File: src/rtl/spi_reg_ctrl.sv
// Register controller for decoded SPI transactions: IDLE/DECODE/WRITE/DONE handshake FSM driving enable, PWM-mode and duty registers.
// Optional macro SPI_REG_CTRL_SHADOW_EN stages duty writes in a shadow register committed at the PWM period boundary.
module spi_reg_ctrl #(
  parameter logic [6:0] MAX_ADDR = 7'h04,
  parameter int         ERR_W    = 4
) (
  input  logic             clk,
  input  logic             rst,
  input  logic             txn_valid,
  input  logic             txn_rw,
  input  logic [6:0]       txn_addr,
  input  logic [7:0]       txn_data,
  output logic             txn_ready,
  input  logic             pwm_period_end,
  output logic [15:0]      en_out,
  output logic [15:0]      en_pwm,
  output logic [7:0]       duty,
  output logic             commit_pending,
  output logic [ERR_W-1:0] err_count
);

  localparam logic [1:0] ST_IDLE   = 2'd0;
  localparam logic [1:0] ST_DECODE = 2'd1;
  localparam logic [1:0] ST_WRITE  = 2'd2;
  localparam logic [1:0] ST_DONE   = 2'd3;

  localparam logic [6:0] DUTY_ADDR = 7'h04;

  logic [1:0]       state_reg, state_next;
  logic             cap_rw_reg;
  logic [6:0]       cap_addr_reg;
  logic [7:0]       cap_data_reg;
  logic [7:0]       en_byte_reg [4];
  logic [7:0]       duty_reg;
  logic [ERR_W-1:0] err_reg;
  logic             accept;
  logic             wr_strobe;
  logic             addr_bad;

  assign txn_ready = (state_reg == ST_IDLE);
  assign accept    = txn_valid && txn_ready;
  assign wr_strobe = (state_reg == ST_WRITE);
  assign addr_bad  = (cap_addr_reg > MAX_ADDR);

  always_comb begin
    state_next = state_reg;
    case (state_reg)
      ST_IDLE:   if (accept) state_next = ST_DECODE;
      ST_DECODE: state_next = (cap_rw_reg && !addr_bad) ? ST_WRITE : ST_DONE;
      ST_WRITE:  state_next = ST_DONE;
      default:   state_next = ST_IDLE;
    endcase
  end

  always_ff @(posedge clk or posedge rst) begin
    if (rst) begin
      state_reg    <= ST_IDLE;
      cap_rw_reg   <= 1'b0;
      cap_addr_reg <= 7'h00;
      cap_data_reg <= 8'h00;
    end else begin
      state_reg <= state_next;
      if (accept) begin
        cap_rw_reg   <= txn_rw;
        cap_addr_reg <= txn_addr;
        cap_data_reg <= txn_data;
      end
    end
  end

  // One byte lane per enable address 0x00..0x03; addresses above 0x04 hit nothing.
  genvar gi;
  generate
    for (gi = 0; gi < 4; gi++) begin : g_en_lane
      always_ff @(posedge clk or posedge rst) begin
        if (rst) begin
          en_byte_reg[gi] <= 8'h00;
        end else if (wr_strobe && (cap_addr_reg == 7'(gi))) begin
          en_byte_reg[gi] <= cap_data_reg;
        end
      end
    end
  endgenerate

  assign en_out = {en_byte_reg[1], en_byte_reg[0]};
  assign en_pwm = {en_byte_reg[3], en_byte_reg[2]};

  // Only writes beyond MAX_ADDR are rejected; reads of any address are harmless.
  always_ff @(posedge clk or posedge rst) begin
    if (rst) begin
      err_reg <= '0;
    end else if ((state_reg == ST_DECODE) && cap_rw_reg && addr_bad &&
                 (err_reg != {ERR_W{1'b1}})) begin
      err_reg <= err_reg + ERR_W'(1);
    end
  end

  assign err_count = err_reg;

`ifdef SPI_REG_CTRL_SHADOW_EN
  logic [7:0] shadow_reg;
  logic       pending_reg;
  logic       duty_wr;
  logic       commit;

  assign duty_wr = wr_strobe && (cap_addr_reg == DUTY_ADDR);
  assign commit  = pwm_period_end && pending_reg;

  // A commit coinciding with a new write publishes the old shadow and keeps the new one pending.
  always_ff @(posedge clk or posedge rst) begin
    if (rst) begin
      shadow_reg  <= 8'h00;
      pending_reg <= 1'b0;
      duty_reg    <= 8'h00;
    end else begin
      if (commit) duty_reg <= shadow_reg;
      if (duty_wr) begin
        shadow_reg  <= cap_data_reg;
        pending_reg <= 1'b1;
      end else if (commit) begin
        pending_reg <= 1'b0;
      end
    end
  end

  assign commit_pending = pending_reg;
`else
  logic unused_pwm_period_end;
  assign unused_pwm_period_end = pwm_period_end;

  always_ff @(posedge clk or posedge rst) begin
    if (rst) begin
      duty_reg <= 8'h00;
    end else if (wr_strobe && (cap_addr_reg == DUTY_ADDR)) begin
      duty_reg <= cap_data_reg;
    end
  end

  assign commit_pending = 1'b0;
`endif

  assign duty = duty_reg;

endmodule
File: config.mk
export PLATFORM = sky130hd
export DESIGN_NAME = spi_reg_ctrl
export DESIGN_NICKNAME = d
export VERILOG_FILES = /design/src/rtl/spi_reg_ctrl.sv
export SDC_FILE = /design/constraint.sdc
export NUM_CORES = 1
export LEC_CHECK = 0
export ABC_AREA = 1
export CORE_MARGIN = 10
export CORE_UTILIZATION = 50
export CTS_CLUSTER_DIAMETER = 30
export CTS_CLUSTER_SIZE = 40
export DETAILED_ROUTE_END_ITERATION = 10
export DONT_BUFFER_PORTS = 1
export HOLD_SLACK_MARGIN = 0.15
export SLEW_MARGIN = 20
export SYNTH_ARGS = -nofsm -noshare
export SYNTH_HDL_FRONTEND = slang
export SYNTH_SLANG_ARGS = --single-unit
File: constraint.sdc
create_clock -name clk -period 2.2 [get_ports clk]
set_input_delay 0.44 -clock clk [delete_from_list [all_inputs] [get_ports clk]]
set_output_delay 0.44 -clock clk [all_outputs]
set_load 0.02 [all_outputs]
==> results.toml, run 1 <==
[hold_path]
worstHoldPathType = "input port to flip-flop"
whs_endpoint = "cap_rw_reg$_DFFE_PP0P_"
hold_depth = 1
worstHoldStart = "txn_rw"

[logic_synthesis]
yosysWarnings = 0
ys_ff_latch = 62
syn_area_um2 = 2691
synth_nets = 301
ys_seq_area_share_pct = 57.65
syn_avg_cell_area_um2 = 9.751
syn_inst = 276
yosysUniqueCellTypes = 25

[clocking]
cts_buffers = 9
root_buffer = "clkbuf_8"
clock_latency_ns = 0.34
clock-sinks = 62
cts_tree = "built"
post_cts_buffers = 0
clkSlewWorstSetupHoldPaths_ns = 0.07
htree_levels = 3
clock_path_buffers = 2

[setup_path]
crit_path_top_delay_cell = "dfrtp_1"
reg2reg_slack_ns = 0.52
crit_path_end_kind = "flip-flop"
max_stage_delay_ns = 0.41
startpoint_type = "flip-flop"
crit_family = "simple AND/OR/NAND/NOR gates"
critPathArrivalTime_ns = 1.89
cp_num_buf_inv = 2
r2r-end = "en_pwm[12]$_DFFE_PP0P_"
worst-path-max-fanout = 16
r2r_start = "state_reg[0]$_DFFE_PP0P_"
crit_path_start = "state_reg[0]$_DFFE_PP0P_"
critical_path_class = "flip-flop to flip-flop"
crit_required_ns = 2.41
crit_chain = "inv_1, ha_1, buf_4, nand4_2, nor2_1, a21oi_1"
r2r_cells = 6

[timing]
relSlewSlack_pct = 63.51
fin_skew_ns = 0.009611
fin_setup_tns_ns = 0
tightest_slew_ns = 0.5432
rsz0062_at_grt = "no"
finalWorstSetupSlack_ns = 0.5223
finalHoldViolCount = 0
setup_viol = 0
fin_crit_ns = 1.678
holdWs_ns = 0.2575
fin_crit_sh_pct = 76.26
report.final.slew_viol_count = 0
max_freq_mhz = 596.1

[floorplanning]
num_rows = 26
die_w_um = 93.37
start_util_pct = 52.03
num_io_pins = 66
die_y_um = 93.37
core_region_area_um2 = 5172
die_area_um2 = 8717

[route]
postRouteAntennaNets = 0
dr.pass1.iters = 4
viasPerCell = 4.874
drt_iter0_drc = 54
drc_errors = 0
wl_per_cell_um = 15.39
wirelength_um = 5496
via_count = 1740

[cells_and_area]
layout_commonest_cell = "dfrtp_1"
instances_no_fill = 357
diodes = 0
drive_above_1_share_pct = 17.07
area_delta_synth_final_pct = 10.97
most-common-layout-cells = "dfrtp_1, nand2_1, inv_1"
nets = 308

[power]
seqPwrFrac_pct = 50.2
p_int_mw = 2.436
power.switching_mw = 1.451
irDropWorstVdd_v = 0.0006834
clock_power_share_pct = 28.9
power.total_mw = 3.886
power_density_nw_per_um2 = 1301
power.leakage_nw = 1.461
swShare_pct = 37.33
power.share.combinational_pct = 20.9

[run]
drv_cap = 0

[place]
io_buffers = 0
pre_cts_slack_ns = 0.5023
dpl.hpwl_um = 4015
gp_congestion = 0.7416
dp_cells = 341

[grt]
antenna_found_initial = 0
grt_pass1_vias = 1639
grt_pass1_wl_um = 8832
grt_max_degree = 63
grtUsageTotal_pct = 13.28
overflow = 0

[outcome]
outcome = "finished clean"
[logic make-up (layout without fill, tap and decap cells)]
group	after synthesis	after routing	synth area share, %
compound gates	49	49	11.25
flops	62	62	57.65
other cells	1	1	0.1393
simple gates	110	110	19.62
xor+xnor	2	2	0.6510
mux	2	2	0.8368
buf+inv	45	56	7.531
fa+ha+maj	5	5	2.325
[cell type report]
type / count / area [um2]
fill: 469 / 2186
clock buffer: 12 / 155.1
multi-input combinational: 169 / 937.1
timing repair buffer: 5 / 52.55
inverter: 36 / 135.1
sequential: 62 / 1551
tap: 70 / 87.58
clock inverter: 3 / 67.56
[metrics by stage]
step | util, % | area (um2)
final | 57.74 | 2987
after global routing | 57.74 | 2987
after CTS | 57.74 | 2987
after detailed placement | 53.24 | 2754
after global placement | 53.24 | 2754
after floorplan | - | 2691
[how the worst max path moves through the flow]
stage | endpoint | slack (ns) | cells past startpoint
6_report | en_pwm[12]$_DFFE_PP0P_ | 0.52 | 6
5_1_grt | en_out[14]$_DFFE_PP0P_ | 0.30 | 6
4_1_cts | en_out[12]$_DFFE_PP0P_ | 0.50 | 6
3_5_place_dp | en_out[15]$_DFFE_PP0P_ | 0.50 | 6
3_3_place_gp | en_pwm[10]$_DFFE_PP0P_ | 0.52 | 6
2_1_floorplan | cap_addr_reg[0]$_DFFE_PP0P_ | 0.22 | 1
[routing by layer]
layer,wire (um),up-vias,GRT usage [%]
met4,118,0,7.712
met2,2344,46,17.81
met1,2517,801,16.90
met5,0,-,0
met3,516,9,6.395
li1,-,884,-
[synthesized netlist by cell type, drive strengths merged]
cell	count	area share [%]
nor2	32	5.1
inv	36	5.0
xor2	2	0.65
buf	5	2.0
nor4	2	1.6
o21ai	18	4.7
ha	5	2.3
a21oi	23	4.3
o21a	8	2.2
dfrtp	62	58
nand4	3	1.2
nand3b	1	0.28
mux2	2	0.84
nand3	11	2.0
clkbuf	4	0.56
nand2	61	9.4
conb	1	0.14
[what timing repair did]
item / 4_1_cts / 5_1_grt
hold buffers: 1 / 0
hold endpoints to repair: 62 / 0
gates resized for setup: 0 / 0
[power by group through the flow]
stage	sequential (mW)	clock, mW	combinational, mW
2_1_floorplan	1.87	0	0.684
4_1_cts	1.97	1.15	0.822
3_3_place_gp	1.98	0	0.799
6_report	1.95	1.12	0.811
5_1_grt	2.00	1.20	0.951
3_5_place_dp	1.99	0	0.818
No activity file was read; power rests on OpenSTA's default activity.
==> inputs of run 2 (changes only) <==
--- a/config.mk
+++ b/config.mk
@@ -13,6 +13,7 @@
 export DETAILED_ROUTE_END_ITERATION = 10
 export DONT_BUFFER_PORTS = 1
 export HOLD_SLACK_MARGIN = 0.15
+export PLACE_DENSITY = 0.68
 export SLEW_MARGIN = 20
 export SYNTH_ARGS = -nofsm -noshare
 export SYNTH_HDL_FRONTEND = slang
==> constraint.sdc (replaced) <==
create_clock -name clk -period 1.53 [get_ports clk]
set_input_delay 0.306 -clock clk [delete_from_list [all_inputs] [get_ports clk]]
set_output_delay 0.306 -clock clk [all_outputs]
set_load 0.02 [all_outputs]
==> results.toml, run 2 (synthesis results as in run 1) <==
[floorplanning]
num_io_pins = 66
die_area_um2 = 8717
num_rows = 26
die_w_um = 93.37
die_y_um = 93.37
core_region_area_um2 = 5172
start_util_pct = 52.03

[grt]
overflow = 0
grt-busiest-layer = "met2"
grt_pass1_vias = 1983
grt_max_degree = 53
grt_util_met3_pct = 7.434
globalRouteMet1Util_pct = 17.57
grtUsageTotal_pct = 14.50
grt.met2_usage_pct = 20.82
antenna_found_initial = 0
grt_pass1_wl_um = 9970

[place]
dpl.hpwl_um = 4148
gp_congestion = 0.7560
io_buffers = 0
pre_cts_slack_ns = 0.07587

[setup_path]
worst-path-max-fanout = 4
crit_path_end_kind = "output pin"
crit_chain = "inv_2, ha_2, buf_4"
crit_path_top_delay_cell = "dfrtp_1"
critPathArrivalTime_ns = 1.18
crit_family = "flip-flops"
startpoint_type = "flip-flop"
max_stage_delay_ns = 0.42
cp_num_buf_inv = 2
critical_path_class = "flip-flop to output pin"
crit_required_ns = 1.22

[clocking]
root_buffer = "clkbuf_8"
clock-sinks = 62
htree_levels = 3
cts_buffers = 9
clkSlewWorstSetupHoldPaths_ns = 0.06
clock_path_buffers = 2
clock_latency_ns = 0.33
cts_tree = "built"

[power]
power_density_nw_per_um2 = 1762
power.total_mw = 5.967
power.leakage_nw = 1.648
irDropWorstVdd_v = 0.001076

[timing]
fin_setup_tns_ns = 0
fin_skew_ns = 0.005538
setup_viol = 0
report.final.slew_viol_count = 0
max_freq_mhz = 671.2
finalHoldViolCount = 0
fin_crit_ns = 1.490
fin_crit_sh_pct = 97.38
rsz0062_at_grt = "yes"
finalWorstSetupSlack_ns = 0.04003
holdWs_ns = 0.1828

[route]
postRouteAntennaNets = 0
drc_errors = 0
dr.pass1.iters = 4
drt_iter0_drc = 55
wirelength_um = 5881
via_count = 1936
wl_per_cell_um = 15.12
viasPerCell = 4.977

[cells_and_area]
final_util_pct = 65.48
nets = 339
diodes = 0
most-common-layout-cells = "dfrtp_1, nand2_1, inv_1"
area_delta_synth_final_pct = 25.85
layout_commonest_cell = "dfrtp_1"
drive_above_1_share_pct = 22.88

[run]
drv_cap = 0

[outcome]
outcome = "finished clean"

[hold_path]
worstHoldPathType = "input port to flip-flop"
==> run 2: cell types whose count changed in the layout (fill, tap and decap cells not counted), sizes merged <==
cell and change:
clkbuf +1, buf +14, bufinv +1, clkinv +1, inv -1, dlygate4sd3 +16
==> run 2: area by class of cell <==
cell class / instances / area, um2
timing repair buffer: 36 / 392.9
clock inverter: 4 / 95.09
sequential: 62 / 1551
inverter: 36 / 141.4
tap: 70 / 87.58
fill: 425 / 1785
clock buffer: 12 / 135.1
multi-input combinational: 169 / 983.4
==> run 2: final timing paths <==
path | from | end | slack [ns] | depth (start not counted)
setup / recovery | state_reg[0]$_DFFE_PP0P_ | txn_ready | 0.04 | 3
hold / removal | txn_valid | state_reg[0]$_DFFE_PP0P_ | 0.18 | 3
setup reg to reg | state_reg[0]$_DFFE_PP0P_ | en_out[7]$_DFFE_PP0P_ | 0.05 | 8
hold reg to reg | cap_rw_reg$_DFFE_PP0P_ | cap_rw_reg$_DFFE_PP0P_ | 0.55 | 1
max in group asynchronous | rst | en_out[8]$_DFFE_PP0P_ | 0.60 | 3
min in group asynchronous | rst | en_out[4]$_DFFE_PP0P_ | 0.39 | 2
==> run 2: metrics by stage <==
stage               instances  instance area [um2]
floorplan                 276                 2698
global placement          351                 2883
detailed placement        351                 2883
CTS                       384                 3283
global route              389                 3387
finish                    389                 3387
==> run 2: where the power goes <==
part           leakage (nW)  internal, mW  switching, mW  total [mW]
combinational         0.729         0.608          0.907        1.52
sequential            0.804          2.09          0.684        2.77
clock                 0.115          1.08          0.595        1.68
total                  1.65          3.78           2.19        5.97
==> run 2: tightest hold or removal path: stages <==
cell	delay, ns
nor2_1	0.06
nand2_1	0.06
nand2_1	0.05
==> run 2: layer usage <==
layer,up-vias,routed length (um)
met3,8,670
met2,61,2655
met1,918,2487
met5,-,0
met4,0,68
li1,949,-
==> run 2: repair_timing <==
item | 4_1_cts | 5_1_grt
setup endpoints to repair | 0 | 20
hold endpoints to repair | 78 | 0
setup buffers | 0 | 4
hold buffers | 17 | 0
gates resized for setup | 0 | 21
==> inputs of run 3 (changes only) <==
--- a/config.mk
+++ b/config.mk
@@ -6,6 +6,7 @@
 export NUM_CORES = 1
 export LEC_CHECK = 0
 export ABC_AREA = 1
+export CORE_ASPECT_RATIO = 0.8
 export CORE_MARGIN = 10
 export CORE_UTILIZATION = 50
 export CTS_CLUSTER_DIAMETER = 30
@@ -14,6 +15,7 @@
 export DONT_BUFFER_PORTS = 1
 export HOLD_SLACK_MARGIN = 0.15
 export PLACE_DENSITY = 0.68
+export SETUP_SLACK_MARGIN = 0.1
 export SLEW_MARGIN = 20
 export SYNTH_ARGS = -nofsm -noshare
 export SYNTH_HDL_FRONTEND = slang
==> results.toml, run 3 (synthesis results as in run 1) <==
[outcome]
outcome = "finished clean"

[cells_and_area]
stdcell_area_um2 = 3471
area_delta_synth_final_pct = 28.96
nets = 345
regArea_um2 = 1553
multi_input_area_um2 = 1051
layout_commonest_cell = "dfrtp_1"
drive_above_1_share_pct = 28.62
n_fill_cell = 387
diodes = 0
most-common-layout-cells = "dfrtp_1, nand2_1, inv_1"

[setup_path]
critical_path_class = "flip-flop to flip-flop"
r2r_start = "state_reg[1]$_DFFE_PP0P_"
crit_chain = "buf_6, ha_4, inv_4, nor4_4, buf_4, clkbuf_16, nand2_1, o21ai_0"
max_stage_delay_ns = 0.41
r2r_cells = 8
cp_num_buf_inv = 4
crit_path_top_delay_cell = "dfrtp_1"
r2r-end = "en_out[2]$_DFFE_PP0P_"
crit_path_end_kind = "flip-flop"
startpoint_type = "flip-flop"
crit_family = "buffers and inverters"
worst-path-max-fanout = 8
crit_required_ns = 1.78
reg2reg_slack_ns = 0.08
crit_path_start = "state_reg[1]$_DFFE_PP0P_"
critPathArrivalTime_ns = 1.70

[grt]
grt_pass1_vias = 2022
grt_max_degree = 63
grt_pass1_wl_um = 10040
grtUsageTotal_pct = 14.73
overflow = 0
antenna_found_initial = 0

[timing]
fin_crit_ns = 1.448
max_freq_mhz = 690.6
rsz0062_at_grt = "yes"
setup_viol = 0
fin_crit_sh_pct = 94.64
fin_setup_tns_ns = 0
finalHoldViolCount = 0
fin_skew_ns = 0.006472
report.final.slew_viol_count = 0

[floorplanning]
core_region_area_um2 = 5122
num_io_pins = 66
num_rows = 23
die_w_um = 102.0
die_y_um = 85.62
die_area_um2 = 8735
start_util_pct = 52.54

[hold_path]
hold_depth = 2
whs_endpoint = "cap_addr_reg[6]$_DFFE_PP0P_"
worstHoldStart = "txn_valid"
worstHoldPathType = "input port to flip-flop"

[clocking]
root_buffer = "clkbuf_8"
clock-sinks = 62
clock_path_buffers = 2
cts_buffers = 9
htree_levels = 3
clkSlewWorstSetupHoldPaths_ns = 0.07
clock_latency_ns = 0.34
cts_tree = "built"

[route]
wirelength_um = 6360
dr.pass1.iters = 4
drt_iter0_drc = 66
postRouteAntennaNets = 0
viasPerCell = 5.080
wl_per_cell_um = 16.43
via_count = 1966
drc_errors = 0

[place]
dpl.hpwl_um = 4119
gp_congestion = 0.7938
io_buffers = 0
post_dp_cell_area_um2 = 2865

[power]
power_density_nw_per_um2 = 1719
power.leakage_nw = 1.666
irDropWorstVdd_v = 0.0009161

[run]
drv_cap = 0
## run 3: layout make-up
type                       count  area share, %
sequential                    62          44.74
multi-input combinational    169          30.28
timing repair buffer          42          12.94
inverter                      36          4.074
clock buffer                   9          3.569
tap                           62          2.235
clock inverter                 7          2.163
## run 3: worst max path at each step
stage,endpoint,slack (ns),depth (start not counted)
floorplan,cap_addr_reg[6]$_DFFE_PP0P_,0.03,5
global placement,en_out[4]$_DFFE_PP0P_,0.06,6
detailed placement,en_out[6]$_DFFE_PP0P_,0.05,6
CTS,txn_ready,0.1,3
global route,en_out[0]$_DFFE_PP0P_,0.002,8
finish,en_out[2]$_DFFE_PP0P_,0.08,8
## run 3: worst reg2reg max path: stages (launching register included)
cell	delay (ns)
dfrtp_1	0.41
buf_6	0.12
ha_4	0.16
inv_4	0.04
nor4_4	0.19
buf_4	0.19
clkbuf_16	0.16
nand2_1	0.04
o21ai_0	0.06
## run 3: per-layer routing
layer  global-route usage [%]  up-vias  wire length (um)
met5                        0        -                 0
met4                    4.604        0                70
met3                    9.302        9               812
met2                    21.55       64              2868
met1                    17.41      928              2609
li1                         -      965                 -
## run 3: stage by stage
step                      util (%)  power (mW)  hold slack [ns]  std cells  worst slack, ns
after floorplan                  -       3.681           0.4246        276          0.02703
after global placement       55.94       4.123           0.2923        342          0.05929
after detailed placement     55.94       4.182           0.2982        342          0.05323
after CTS                    63.85       5.764           0.1612        376          0.09631
after global routing         67.76       6.397           0.3444        387         0.002260
final                        67.76       5.967           0.3426        387          0.08204
## run 3: timing repair
item | in CTS | in global routing
endpoints found under the setup margin | 10 | 44
setup buffers | 1 | 8
pin swaps | 0 | 1
hold buffers | 17 | 1
endpoints found under the hold margin | 78 | 1
cloned | 0 | 2
resized for setup | 8 | 33
## run 3: power breakdown
group / internal (mW) / total [mW] / switching [mW]
logic: 0.750 / 1.77 / 1.02
clock network: 0.753 / 1.41 / 0.657
registers: 2.09 / 2.79 / 0.697
